`src/rtl/alu_seq_pkg.sv`:
```
// Shared types for alu_seq: op-codes, FSM states and the "does this op iterate" decision.
// Honours ALU_SEQ_MUL_EN: without it, mul is a single-cycle op returning zero.
package alu_seq_pkg;

    typedef enum logic [2:0] {
        OP_ADD = 3'b000,
        OP_SUB = 3'b001,
        OP_MUL = 3'b010,
        OP_DIV = 3'b011,
        OP_MOD = 3'b100,
        OP_AND = 3'b101,
        OP_OR  = 3'b110,
        OP_XOR = 3'b111
    } alu_op_t;

    typedef enum logic [1:0] {
        ST_IDLE = 2'b00,
        ST_RUN  = 2'b01,
        ST_DONE = 2'b10
    } alu_state_t;

    localparam int ALU_OP_W = 3;

    // Division by zero short-circuits, so only a non-zero divisor needs the iterative path.
    function automatic logic op_needs_run(input alu_op_t op, input logic b_is_zero);
        logic run_s;
        case (op)
`ifdef ALU_SEQ_MUL_EN
            OP_MUL:         run_s = 1'b1;
`endif
            OP_DIV, OP_MOD: run_s = ~b_is_zero;
            default:        run_s = 1'b0;
        endcase
        return run_s;
    endfunction

endpackage

```
`src/rtl/alu_seq_divider.sv`:
```
// Iterative restoring divider: one quotient bit per cycle, the first produced on the start edge,
// so done pulses in the cycle after the Nth step with quotient/remainder held until the next start.
module alu_seq_divider #(
    parameter int N = 4
) (
    input  logic         clk,
    input  logic         rst_n,
    input  logic         start,
    input  logic [N-1:0] dividend,
    input  logic [N-1:0] divisor,
    output logic         done,
    output logic [N-1:0] quotient,
    output logic [N-1:0] remainder
);
    localparam int CW = $clog2(N + 1);

    logic [N-1:0]  r_q;
    logic [N-1:0]  r_rem;
    logic [N-1:0]  r_d;
    logic [CW-1:0] r_cnt;
    logic          r_active;
    logic          r_done;

    logic [N-1:0]  w_src_q;
    logic [N-1:0]  w_src_rem;
    logic [N-1:0]  w_src_d;
    logic [N:0]    w_shift;
    logic [N:0]    w_trial;
    logic          w_fits;
    logic [N-1:0]  w_rem_next;
    logic [N-1:0]  w_q_next;

    assign w_src_q    = start ? dividend : r_q;
    assign w_src_rem  = start ? {N{1'b0}} : r_rem;
    assign w_src_d    = start ? divisor : r_d;
    assign w_shift    = {w_src_rem, w_src_q[N-1]};
    assign w_trial    = w_shift - {1'b0, w_src_d};
    assign w_fits     = ~w_trial[N];
    assign w_rem_next = w_fits ? w_trial[N-1:0] : w_shift[N-1:0];
    assign w_q_next   = {w_src_q[N-2:0], w_fits};

    // Step the division on start and on every active cycle until N bits are produced.
    always_ff @(posedge clk or negedge rst_n) begin
        if (!rst_n) begin
            r_q      <= {N{1'b0}};
            r_rem    <= {N{1'b0}};
            r_d      <= {N{1'b0}};
            r_cnt    <= {CW{1'b0}};
            r_active <= 1'b0;
            r_done   <= 1'b0;
        end else begin
            r_done <= 1'b0;
            if (start) begin
                r_q      <= w_q_next;
                r_rem    <= w_rem_next;
                r_d      <= divisor;
                r_cnt    <= CW'(1);
                r_active <= 1'b1;
            end else if (r_active) begin
                r_q   <= w_q_next;
                r_rem <= w_rem_next;
                r_cnt <= r_cnt + CW'(1);
                if (r_cnt == CW'(N - 1)) begin
                    r_active <= 1'b0;
                    r_done   <= 1'b1;
                end
            end
        end
    end

    assign done      = r_done;
    assign quotient  = r_q;
    assign remainder = r_rem;

endmodule

```
`src/rtl/alu_seq.sv`:
```
// Sequential ALU: single-cycle add/sub/logic, N-cycle shift-add multiply and restoring divide.
// Define ALU_SEQ_MUL_EN to build the multiplier; otherwise mul returns zero in one cycle.
module alu_seq #(
    parameter int N = 4
) (
    input  logic         clk,
    input  logic         rst_n,
    input  logic         start,
    input  logic [2:0]   op,
    input  logic [N-1:0] a,
    input  logic [N-1:0] b,
    output logic [N-1:0] result,
    output logic [N-1:0] result_hi,
    output logic         busy,
    output logic         done,
    output logic         zero,
    output logic         carry,
    output logic         div0
);
    import alu_seq_pkg::*;

    alu_state_t   r_state, w_state_next;
    alu_op_t      r_op, w_op_in;
    logic [N-1:0] r_result, r_result_hi, w_result_next, w_result_hi_next;
    logic         r_busy, r_done, r_zero, r_carry, r_div0;
    logic         w_busy_next, w_done_next, w_zero_next, w_carry_next, w_div0_next;
    logic         w_load, w_div_start, w_div_done, w_b_zero;
    logic [N-1:0] w_quo, w_rem;
    logic [N:0]   w_sum, w_diff;
    logic [N-1:0] w_sc_lo, w_sc_hi;
    logic         w_sc_carry, w_sc_div0;
    logic [N-1:0] w_run_lo, w_run_hi;
    logic         w_run_last;

    assign w_op_in  = alu_op_t'(op);
    assign w_b_zero = (b == {N{1'b0}});
    assign w_sum    = {1'b0, a} + {1'b0, b};
    assign w_diff   = {1'b0, a} - {1'b0, b};

    // Results of ops that finish on the start edge (div/mod only land here with b == 0).
    always_comb begin
        w_sc_lo    = {N{1'b0}};
        w_sc_hi    = {N{1'b0}};
        w_sc_carry = 1'b0;
        w_sc_div0  = 1'b0;
        case (w_op_in)
            OP_ADD: begin
                w_sc_lo    = w_sum[N-1:0];
                w_sc_carry = w_sum[N];
            end
            OP_SUB: begin
                w_sc_lo    = w_diff[N-1:0];
                w_sc_carry = w_diff[N];
            end
            OP_DIV: begin
                w_sc_lo   = {N{1'b1}};
                w_sc_div0 = 1'b1;
            end
            OP_MOD: begin
                w_sc_lo   = a;
                w_sc_div0 = 1'b1;
            end
            OP_AND:  w_sc_lo = a & b;
            OP_OR:   w_sc_lo = a | b;
            OP_XOR:  w_sc_lo = a ^ b;
            default: w_sc_lo = {N{1'b0}};
        endcase
    end

    alu_seq_divider #(.N(N)) u_divider (
        .clk       (clk),
        .rst_n     (rst_n),
        .start     (w_div_start),
        .dividend  (a),
        .divisor   (b),
        .done      (w_div_done),
        .quotient  (w_quo),
        .remainder (w_rem)
    );

`ifdef ALU_SEQ_MUL_EN
    localparam int CW = $clog2(N + 1);

    logic [N-1:0]   r_b;
    logic [2*N-1:0] r_prod, w_prod_next;
    logic [CW-1:0]  r_cnt;
    logic [N:0]     w_mul_sum;

    // Multiplier lives in the low half of r_prod and shifts out as the product shifts in.
    assign w_mul_sum   = {1'b0, r_prod[2*N-1:N]} + (r_prod[0] ? {1'b0, r_b} : {(N+1){1'b0}});
    assign w_prod_next = {w_mul_sum, r_prod[N-1:1]};

    // Capture multiplier operands on start and iterate while running.
    always_ff @(posedge clk or negedge rst_n) begin
        if (!rst_n) begin
            r_b    <= {N{1'b0}};
            r_prod <= {(2*N){1'b0}};
            r_cnt  <= {CW{1'b0}};
        end else if (w_load) begin
            r_b    <= b;
            r_prod <= {{N{1'b0}}, a};
            r_cnt  <= {CW{1'b0}};
        end else if (r_state == ST_RUN) begin
            r_prod <= w_prod_next;
            r_cnt  <= r_cnt + CW'(1);
        end
    end

    // Select the finishing condition and result source for the running op.
    always_comb begin
        if (r_op == OP_MUL) begin
            w_run_last = (r_cnt == CW'(N - 1));
            w_run_lo   = w_prod_next[N-1:0];
            w_run_hi   = w_prod_next[2*N-1:N];
        end else begin
            w_run_last = w_div_done;
            w_run_lo   = (r_op == OP_DIV) ? w_quo : w_rem;
            w_run_hi   = {N{1'b0}};
        end
    end
`else
    assign w_run_last = w_div_done;
    assign w_run_lo   = (r_op == OP_DIV) ? w_quo : w_rem;
    assign w_run_hi   = {N{1'b0}};
`endif

    // FSM next state and next values of the registered outputs.
    always_comb begin
        w_state_next     = r_state;
        w_result_next    = r_result;
        w_result_hi_next = r_result_hi;
        w_zero_next      = r_zero;
        w_carry_next     = r_carry;
        w_div0_next      = r_div0;
        w_busy_next      = 1'b0;
        w_done_next      = 1'b0;
        w_load           = 1'b0;
        w_div_start      = 1'b0;
        case (r_state)
            ST_IDLE: begin
                if (start) begin
                    w_load = 1'b1;
                    if (op_needs_run(w_op_in, w_b_zero)) begin
                        w_state_next = ST_RUN;
                        w_busy_next  = 1'b1;
                        w_div_start  = (w_op_in == OP_DIV) || (w_op_in == OP_MOD);
                    end else begin
                        w_state_next     = ST_DONE;
                        w_done_next      = 1'b1;
                        w_result_next    = w_sc_lo;
                        w_result_hi_next = w_sc_hi;
                        w_zero_next      = ({w_sc_hi, w_sc_lo} == {(2*N){1'b0}});
                        w_carry_next     = w_sc_carry;
                        w_div0_next      = w_sc_div0;
                    end
                end else begin
                    w_state_next = ST_IDLE;
                end
            end
            ST_RUN: begin
                if (w_run_last) begin
                    w_state_next     = ST_DONE;
                    w_done_next      = 1'b1;
                    w_result_next    = w_run_lo;
                    w_result_hi_next = w_run_hi;
                    w_zero_next      = ({w_run_hi, w_run_lo} == {(2*N){1'b0}});
                    w_carry_next     = 1'b0;
                    w_div0_next      = 1'b0;
                end else begin
                    w_busy_next = 1'b1;
                end
            end
            ST_DONE: w_state_next = ST_IDLE;
            default: w_state_next = ST_IDLE;
        endcase
    end

    // State, captured op and registered outputs.
    always_ff @(posedge clk or negedge rst_n) begin
        if (!rst_n) begin
            r_state     <= ST_IDLE;
            r_op        <= OP_ADD;
            r_result    <= {N{1'b0}};
            r_result_hi <= {N{1'b0}};
            r_busy      <= 1'b0;
            r_done      <= 1'b0;
            r_zero      <= 1'b0;
            r_carry     <= 1'b0;
            r_div0      <= 1'b0;
        end else begin
            r_state     <= w_state_next;
            r_op        <= w_load ? w_op_in : r_op;
            r_result    <= w_result_next;
            r_result_hi <= w_result_hi_next;
            r_busy      <= w_busy_next;
            r_done      <= w_done_next;
            r_zero      <= w_zero_next;
            r_carry     <= w_carry_next;
            r_div0      <= w_div0_next;
        end
    end

    assign result    = r_result;
    assign result_hi = r_result_hi;
    assign busy      = r_busy;
    assign done      = r_done;
    assign zero      = r_zero;
    assign carry     = r_carry;
    assign div0      = r_div0;

endmodule
```
`config.mk`:
```
export PLATFORM = sky130hd
export DESIGN_NAME = alu_seq
export DESIGN_NICKNAME = d
export VERILOG_FILES = /design/src/rtl/alu_seq_pkg.sv /design/src/rtl/alu_seq_divider.sv /design/src/rtl/alu_seq.sv
export SDC_FILE = /design/constraint.sdc
export NUM_CORES = 1
export LEC_CHECK = 0
export ABC_AREA = 1
export BUFFER_PORTS_ARGS = -buffer_cell sky130_fd_sc_hd__buf_2
export CAP_MARGIN = 10
export CORE_ASPECT_RATIO = 0.7
export CORE_MARGIN = 2
export CORE_UTILIZATION = 30
export CTS_CLUSTER_DIAMETER = 150
export DETAILED_ROUTE_END_ITERATION = 7
export PLACE_DENSITY = 0.46
export SLEW_MARGIN = 30
export SYNTH_ARGS = -nofsm -noshare
export SYNTH_HDL_FRONTEND = slang
export SYNTH_HIERARCHICAL = 1
export SYNTH_SLANG_ARGS = --single-unit
```
`constraint.sdc`:
```
create_clock -name clk -period 7.7 [get_ports clk]
set_clock_uncertainty 0.15 [all_clocks]
set_input_delay 0.385 -clock clk [delete_from_list [all_inputs] [get_ports clk]]
set_output_delay 0.385 -clock clk [all_outputs]
set_load 0.01 [all_outputs]
```
==> impl_metrics.env, run 1 <==
export IMPL_status="finished, final reports clean"
export IMPL_synth_area_per_cell_um2=7.276
export IMPL_overflow=0
export IMPL_critPathArrivalTime_ps=3240
export IMPL_maxSlewViolCount=0
export IMPL_rows=27
export IMPL_num_vias=2036
export IMPL_timing_rr_end="u_divider/remainder[1]$_DFFE_PN0P_"
export IMPL_seqCellArea_um2=775.7
export IMPL_start_util=0.3043
export IMPL_pwr_density_cell_mw_per_mm2=347.4
export IMPL_switching_share=0.4400
export IMPL_hold_class="in -> async"
export IMPL_p_clk_frac=0.198
export IMPL_synth_area_mux_share=0
export IMPL_reg2reg_depth=16
export IMPL_multiInputGateArea_mm2=0.001338
export IMPL_clk_latency_ps=270
export IMPL_root_buffer="clkbuf_16"
export IMPL_finalHoldViolCount=0
export IMPL_worst_slew_pin_slew_ps=709.3
export IMPL_nets=383
export IMPL_die_y_um=78.28
export IMPL_final_area_mm2=0.002689
export IMPL_irDropWorstVdd_mv=0.1876
export IMPL_track_usage=0.1473
export IMPL_cts_sinks=31
export IMPL_synth_top_cell_area_share=0.3280
export IMPL_regToRegStartpoint="r_state[0]$_DFFE_PN0N_"
export IMPL_maxSlewHeadroom=0.5271
export IMPL_antenna_found_initial=0
export IMPL_combPwrFrac=0.495
export IMPL_synth_cell_types=36
export IMPL_die_area_mm2=0.008620
export IMPL_antenna_left=0
export IMPL_grt_max_degree=32
export IMPL_synthTopCellsByArea="dfrtp_1 33%, nand2_1 14%, ha_1 9.5%, nand3_1 7.6%, inv_1 6.0%"
export IMPL_cp_slowest_cell="nor2_2"
export IMPL_synthesis_area_mm2=0.002365
export IMPL_yosysSeqAreaShare=0.3280
export IMPL_cts_resized=0
export IMPL_globalplace_congestion=0.8265
export IMPL_cts_tree="built"
export IMPL_numPortBuffers=22
export IMPL_io_pins=27
export IMPL_cts_max_path_buffers=2
export IMPL_clk_pin_slew_worst_paths_ps=50
export IMPL_synth_fa_ha_area_frac=0.1206
export IMPL_synth_simple_gate_area_frac=0.3381
export IMPL_fp_dieW_um=110.1
export IMPL_routed_wl_mm=5.813
export IMPL_netlist_instances=325
export IMPL_hold_buffers=0
export IMPL_synth_top_family_by_area="simple AND/OR/NAND/NOR gates"
export IMPL_grt_pass1_wl_mm=9.680
export IMPL_wire_per_inst_um=12.92
export IMPL_grt_pass1_vias=1864
export IMPL_crit_fanout=12
export IMPL_postCtsSetupRepairBufs=0
export IMPL_dr_pass1_iters=4
export IMPL_timing_critical_path_mode_cell="nand2_2"
export IMPL_slowest_delay_ps=550
export IMPL_crit_chain="inv_1 > nand3_1 > nor2_2 > inv_2 > or2_1 > o21ai_1 > inv_2 > fa_1 > nor2_1 > nand3_2 > nand2_2 > nand2_2 > nand2_2 > nand2_1 > nand3_1 > nand2_1"
export IMPL_synthXorXnorAreaFrac=0.01111
export IMPL_finalSetupViolations=0
export IMPL_finalSetupTns_ps=0
export IMPL_dp_final_hpwl_mm=4.724
export IMPL_critPathLaunch="r_state[0]$_DFFE_PN0N_"
export IMPL_p_int_w=0.0005231
export IMPL_cp_end_kind="flip-flop"
export IMPL_h_tree_depth=2
export IMPL_core_area_mm2=0.007770
export IMPL_path_class="reg -> reg"
export IMPL_endpoint="u_divider/remainder[1]$_DFFE_PN0P_"
export IMPL_final_period_utilization=0.4187
export IMPL_drt_initial_drc_count=116
export IMPL_crit_path_start_kind="flip-flop"
export IMPL_p_leak_nw=1.464
export IMPL_p_seq_frac=0.307
export IMPL_diodes=0
export IMPL_ys_warn_count=6
export IMPL_drc_errors=0
export IMPL_critPathRequiredTime_ps=7710
export IMPL_cts_buffers=5
export IMPL_via_per_inst=4.524
export IMPL_min_period_ps=3224
export IMPL_clock_fmax_mhz=310.2
export IMPL_yosysTopAreaCell="dfrtp_1"
export IMPL_dpl_cell_area_mm2=0.002549
export IMPL_p_sw_w=0.0004111
export IMPL_post_route_util=0.3461
export IMPL_rsz0062_at_grt="false"
export IMPL_power_total_w=0.0009341
export IMPL_fillCellCount=863
export IMPL_ys_ff_latch=31
export IMPL_area_growth_synth_to_final_pct=13.70
export IMPL_rrSetupSlack_ps=4480
export IMPL_synth_compound_area_frac=0.08836
export IMPL_cap_violations=0
export IMPL_drive_above_1_share=0.1805
[critical path: cells and delay by family (launching register included)]
kind / cells / cell delay [ps]
AND/OR/NAND/NOR: 11 / 1750
adder cells (fa/ha/maj): 1 / 420
flip-flops: 1 / 350
buffers and inverters: 3 / 340
AO/OA/AOI/OAI: 1 / 120
[worst min-delay path by stage]
stage                               start                    end  slack (ps)  cells after the start
floorplan                           rst_n         busy$_DFF_PN0_         -60                      0
global placement    result[0]$_DFFE_PN0P_  result[0]$_DFFE_PN0P_         310                      2
detailed placement  result[0]$_DFFE_PN0P_  result[0]$_DFFE_PN0P_         310                      2
CTS                                 rst_n       div0$_DFFE_PN0P_          40                      1
global route                        rst_n      carry$_DFFE_PN0P_          90                      1
finish                              rst_n       div0$_DFFE_PN0P_           7                      1
[power by group through the flow]
stage | registers [W] | clock network (W) | logic [W]
3_3_place_gp | 0.000288 | 0 | 0.000468
5_1_grt | 0.000296 | 0.000202 | 0.000534
4_1_cts | 0.000286 | 0.000193 | 0.000466
3_5_place_dp | 0.000289 | 0 | 0.000464
2_1_floorplan | 0.000286 | 0 | 0.000341
6_report | 0.000286 | 0.000185 | 0.000463
[logic make-up (layout without fill, tap and decap cells)]
kind of cell / Yosys count / count (layout)
AOI/OAI and AO/OA: 33 / 33
xor gates and xnor gates: 3 / 3
adders and majority gates: 21 / 21
buffers and inverters: 61 / 82
DFF: 31 / 31
other: 1 / 4
and+or+nand+nor: 175 / 175
[metal layers]
layer / track usage / share of wire
met1: 0.2373 / 0.56
met2: 0.1957 / 0.38
met3: 0.03738 / 0.059
met4: 0.02250 / 0.0038
met5: 0 / 0
[state kept, by name, summed over array words and instances (netlist names)]
signal and count:
u_divider/remainder 4, r_op 3, u_divider/quotient 4, div0 1, busy 1, r_state 2, carry 1, u_divider/done 1
done 1, u_divider/r_d 4, result 4, zero 1, u_divider/r_active 1, u_divider/r_cnt 3
[cells in the final DEF (no fill, tap or decap), types with 3 or more instances in the layout]
cell type and n:
a21oi_1 7, buf_2 22, clkbuf_16 5, conb_1 4
dfrtp_1 31, fa_1 3, ha_1 18, inv_1 38
inv_2 10, nand2_1 86, nand2_2 7, nand2_4 3
nand3_1 36, nand4_1 6, nor2_1 25, nor2_2 5
o21ai_0 11, o21ai_1 6, xor2_1 3
[through the flow]
stage / setup WS [ps] / hold slack [ps] / cells
2_1_floorplan: 4887 / -60.59 / 328
5_1_grt: 4047 / 87.51 / 450
4_1_cts: 4167 / 36.63 / 450
3_5_place_dp: 3929 / 311.2 / 442
6_report: 4476 / 7.444 / 450
3_3_place_gp: 4052 / 310.3 / 442
[synthesized netlist by cell type, drive strengths merged]
cell type  number
a21oi           9
nand3          38
xor2            3
dfrtp          31
fa              3
inv            49
nor2           31
ha             18
conb            1
o311ai          1
buf             8
o22ai           1
nor3            2
clkinv          3
a22o            1
o211ai          1
nand2          96
a22oi           1
o21ai          19
nand4           6
or2             2
clkbuf          1
[layout make-up]
type / count / area share
well taps: 101 / 0.04700
multi-input cells: 236 / 0.4974
clock inverters: 1 / 0.001861
inverters: 52 / 0.07492
flip-flops and latches: 31 / 0.2885
clock buffers: 7 / 0.04933
repair buffers: 22 / 0.04095
(Power assumes the default switching activity.)
==> run 2: changes to the inputs <==
PLACE_DENSITY = 0.47   (was 0.46)
clock period = 2.95 ns   (was 7.7 ns; I/O delays follow)
==> impl_metrics.env, run 2 (synthesized netlist as in run 1, its figures left out) <==
export IMPL_slowest_delay_ps=420
export IMPL_overflow=0
export IMPL_grt_pass1_vias=1852
export IMPL_irDropWorstVdd_mv=0.4133
export IMPL_die_y_um=78.28
export IMPL_pwr_density_cell_mw_per_mm2=926.0
export IMPL_cts_sinks=31
export IMPL_cts_buffers=5
export IMPL_nets=390
export IMPL_antenna_found_initial=0
export IMPL_num_vias=2079
export IMPL_cap_violations=0
export IMPL_cp_end_kind="flip-flop"
export IMPL_routed_wl_mm=5.866
export IMPL_finalSetupViolations=0
export IMPL_drt_initial_drc_count=120
export IMPL_cts_tree="built"
export IMPL_multiInputGateArea_mm2=0.001335
export IMPL_postCtsSetupRepairBufs=0
export IMPL_rsz0062_at_grt="false"
export IMPL_via_per_inst=4.549
export IMPL_fp_dieW_um=110.1
export IMPL_numPortBuffers=22
export IMPL_drc_errors=0
export IMPL_clk_latency_ps=270
export IMPL_clock_fmax_mhz=379.9
export IMPL_diodes=0
export IMPL_drive_above_1_share=0.1966
export IMPL_antenna_left=0
export IMPL_holdPathStages=3
export IMPL_core_area_mm2=0.007770
export IMPL_root_buffer="clkbuf_16"
export IMPL_crit_chain="inv_1 > nand3_1 > nor2_1 > inv_2 > or2_1 > o21ai_1 > inv_2 > fa_1 > nor2_1 > nand3_2 > nand2_2 > nand2_2 > nand2_2 > nand2_1 > nand3_1 > nand2_1"
export IMPL_maxSlewViolCount=0
export IMPL_track_usage=0.1451
export IMPL_dp_final_hpwl_mm=4.782
export IMPL_dr_pass1_iters=4
export IMPL_status="finished, final reports clean"
export IMPL_cts_max_path_buffers=2
export IMPL_seqCellArea_um2=775.7
export IMPL_reg2reg_depth=16
export IMPL_io_pins=27
export IMPL_timing_critical_path_mode_cell="nand2_2"
export IMPL_grt_max_degree=32
export IMPL_wire_per_inst_um=12.84
export IMPL_dpl_cell_area_mm2=0.002594
export IMPL_globalplace_congestion=0.8503
export IMPL_timing_rr_end="u_divider/remainder[2]$_DFFE_PN0P_"
export IMPL_maxSlewHeadroom=0.5304
export IMPL_final_period_utilization=0.8923
export IMPL_hp_start="a[0]"
export IMPL_min_period_ps=2632
export IMPL_critPathArrivalTime_ps=2640
export IMPL_cp_slowest_cell="fa_1"
export IMPL_worst_slew_pin_slew_ps=704.4
export IMPL_critPathRequiredTime_ps=2960
export IMPL_whs_endpoint="u_divider/quotient[1]$_DFFE_PN0P_"
export IMPL_area_growth_synth_to_final_pct=17.46
export IMPL_crit_fanout=6
export IMPL_start_util=0.3043
export IMPL_path_class="reg -> reg"
export IMPL_fillCellCount=853
export IMPL_cp_num_buf_inv=3
export IMPL_hold_ws_ps=40.36
export IMPL_cp_top_family="simple AND/OR/NAND/NOR gates"
export IMPL_rows=27
export IMPL_rrSetupSlack_ps=320
export IMPL_regToRegStartpoint="r_state[0]$_DFFE_PN0N_"
export IMPL_crit_path_start_kind="flip-flop"
export IMPL_grt_pass1_wl_mm=9.673
export IMPL_finalHoldViolCount=0
export IMPL_final_common_cell="nand2_1"
export IMPL_h_tree_depth=2
export IMPL_finalSetupTns_ps=0
export IMPL_clk_pin_slew_worst_paths_ps=50
export IMPL_hold_class="in -> reg"
export IMPL_mostFrequentLayoutCells="86 x nand2_1, 38 x inv_1, 36 x nand3_1"
export IMPL_p_leak_nw=1.516
export IMPL_die_area_mm2=0.008620
export IMPL_final_area_mm2=0.002778
export IMPL_placed_cells=448
export IMPL_stdcell_count=457
run 2: changes by cell type in the layout (fill, tap and decap cells not counted), sizes merged:
| cell | previous run | this run |
|---|---|---|
| buf | 22 | 28 |
| clkbuf | 7 | 6 |
| dlygate4sd3 | 0 | 1 |
| bufinv | 0 | 1 |
run 2: worst max-delay path by stage:
stage                            from                                  to  slack, ps  depth (start not counted)
4_1_cts        r_state[0]$_DFFE_PN0N_  u_divider/remainder[3]$_DFFE_PN0P_        300                         16
3_5_place_dp                    op[1]  u_divider/remainder[3]$_DFFE_PN0P_        150                         19
5_1_grt        r_state[0]$_DFFE_PN0N_  u_divider/remainder[3]$_DFFE_PN0P_          2                         16
2_1_floorplan  r_state[0]$_DFFE_PN0N_  u_divider/remainder[2]$_DFFE_PN0P_        360                         16
6_report       r_state[0]$_DFFE_PN0N_  u_divider/remainder[2]$_DFFE_PN0P_        320                         16
3_3_place_gp                    op[1]  u_divider/remainder[2]$_DFFE_PN0P_        140                         19
run 2: where the power goes:
| group | total, W | internal (W) | switching, W |
|---|---|---|---|
| combinational | 0.00123 | 0.000446 | 0.000784 |
| sequential | 0.000744 | 0.000622 | 0.000123 |
| clock | 0.000598 | 0.000419 | 0.000179 |
| total | 0.00257 | 0.00149 | 0.00108 |
run 2: timing repair:
item | CTS | global route
gates resized for setup | 0 | 0
hold endpoints to repair | 31 | 0
hold buffers | 1 | 0
run 2: through the flow:
stage	utilization	setup WS, ps	power (W)
floorplan	-	362.7	0.001636
global placement	0.3338	141.5	0.001980
detailed placement	0.3338	150.3	0.001981
CTS	0.3575	295.5	0.002593
global route	0.3575	1.623	0.002823
finish	0.3575	317.7	0.002572
run 2: layout make-up:
type                    count  share of cell area
repair buffers             29             0.05946
multi-input cells         236              0.4806
well taps                 101             0.04550
flip-flops and latches     31              0.2793
clock buffers               6             0.05000
inverters                  52             0.07252
clock inverters             2             0.01261
run 2: layer usage:
layer,wire [um],part of all wire,GRT usage,up-vias
met2,2396,0.41,0.1988,39
li1,-,-,-,1092
met3,267,0.046,0.03405,2
met1,3193,0.54,0.2302,946
met4,9,0.0015,0.02250,0
met5,0,0,0,-
run 2: tightest hold or removal path, delay by kind of cell:
kind	cells	cell delay, ps
buffers and inverters	1	140
AND/OR/NAND/NOR	2	140
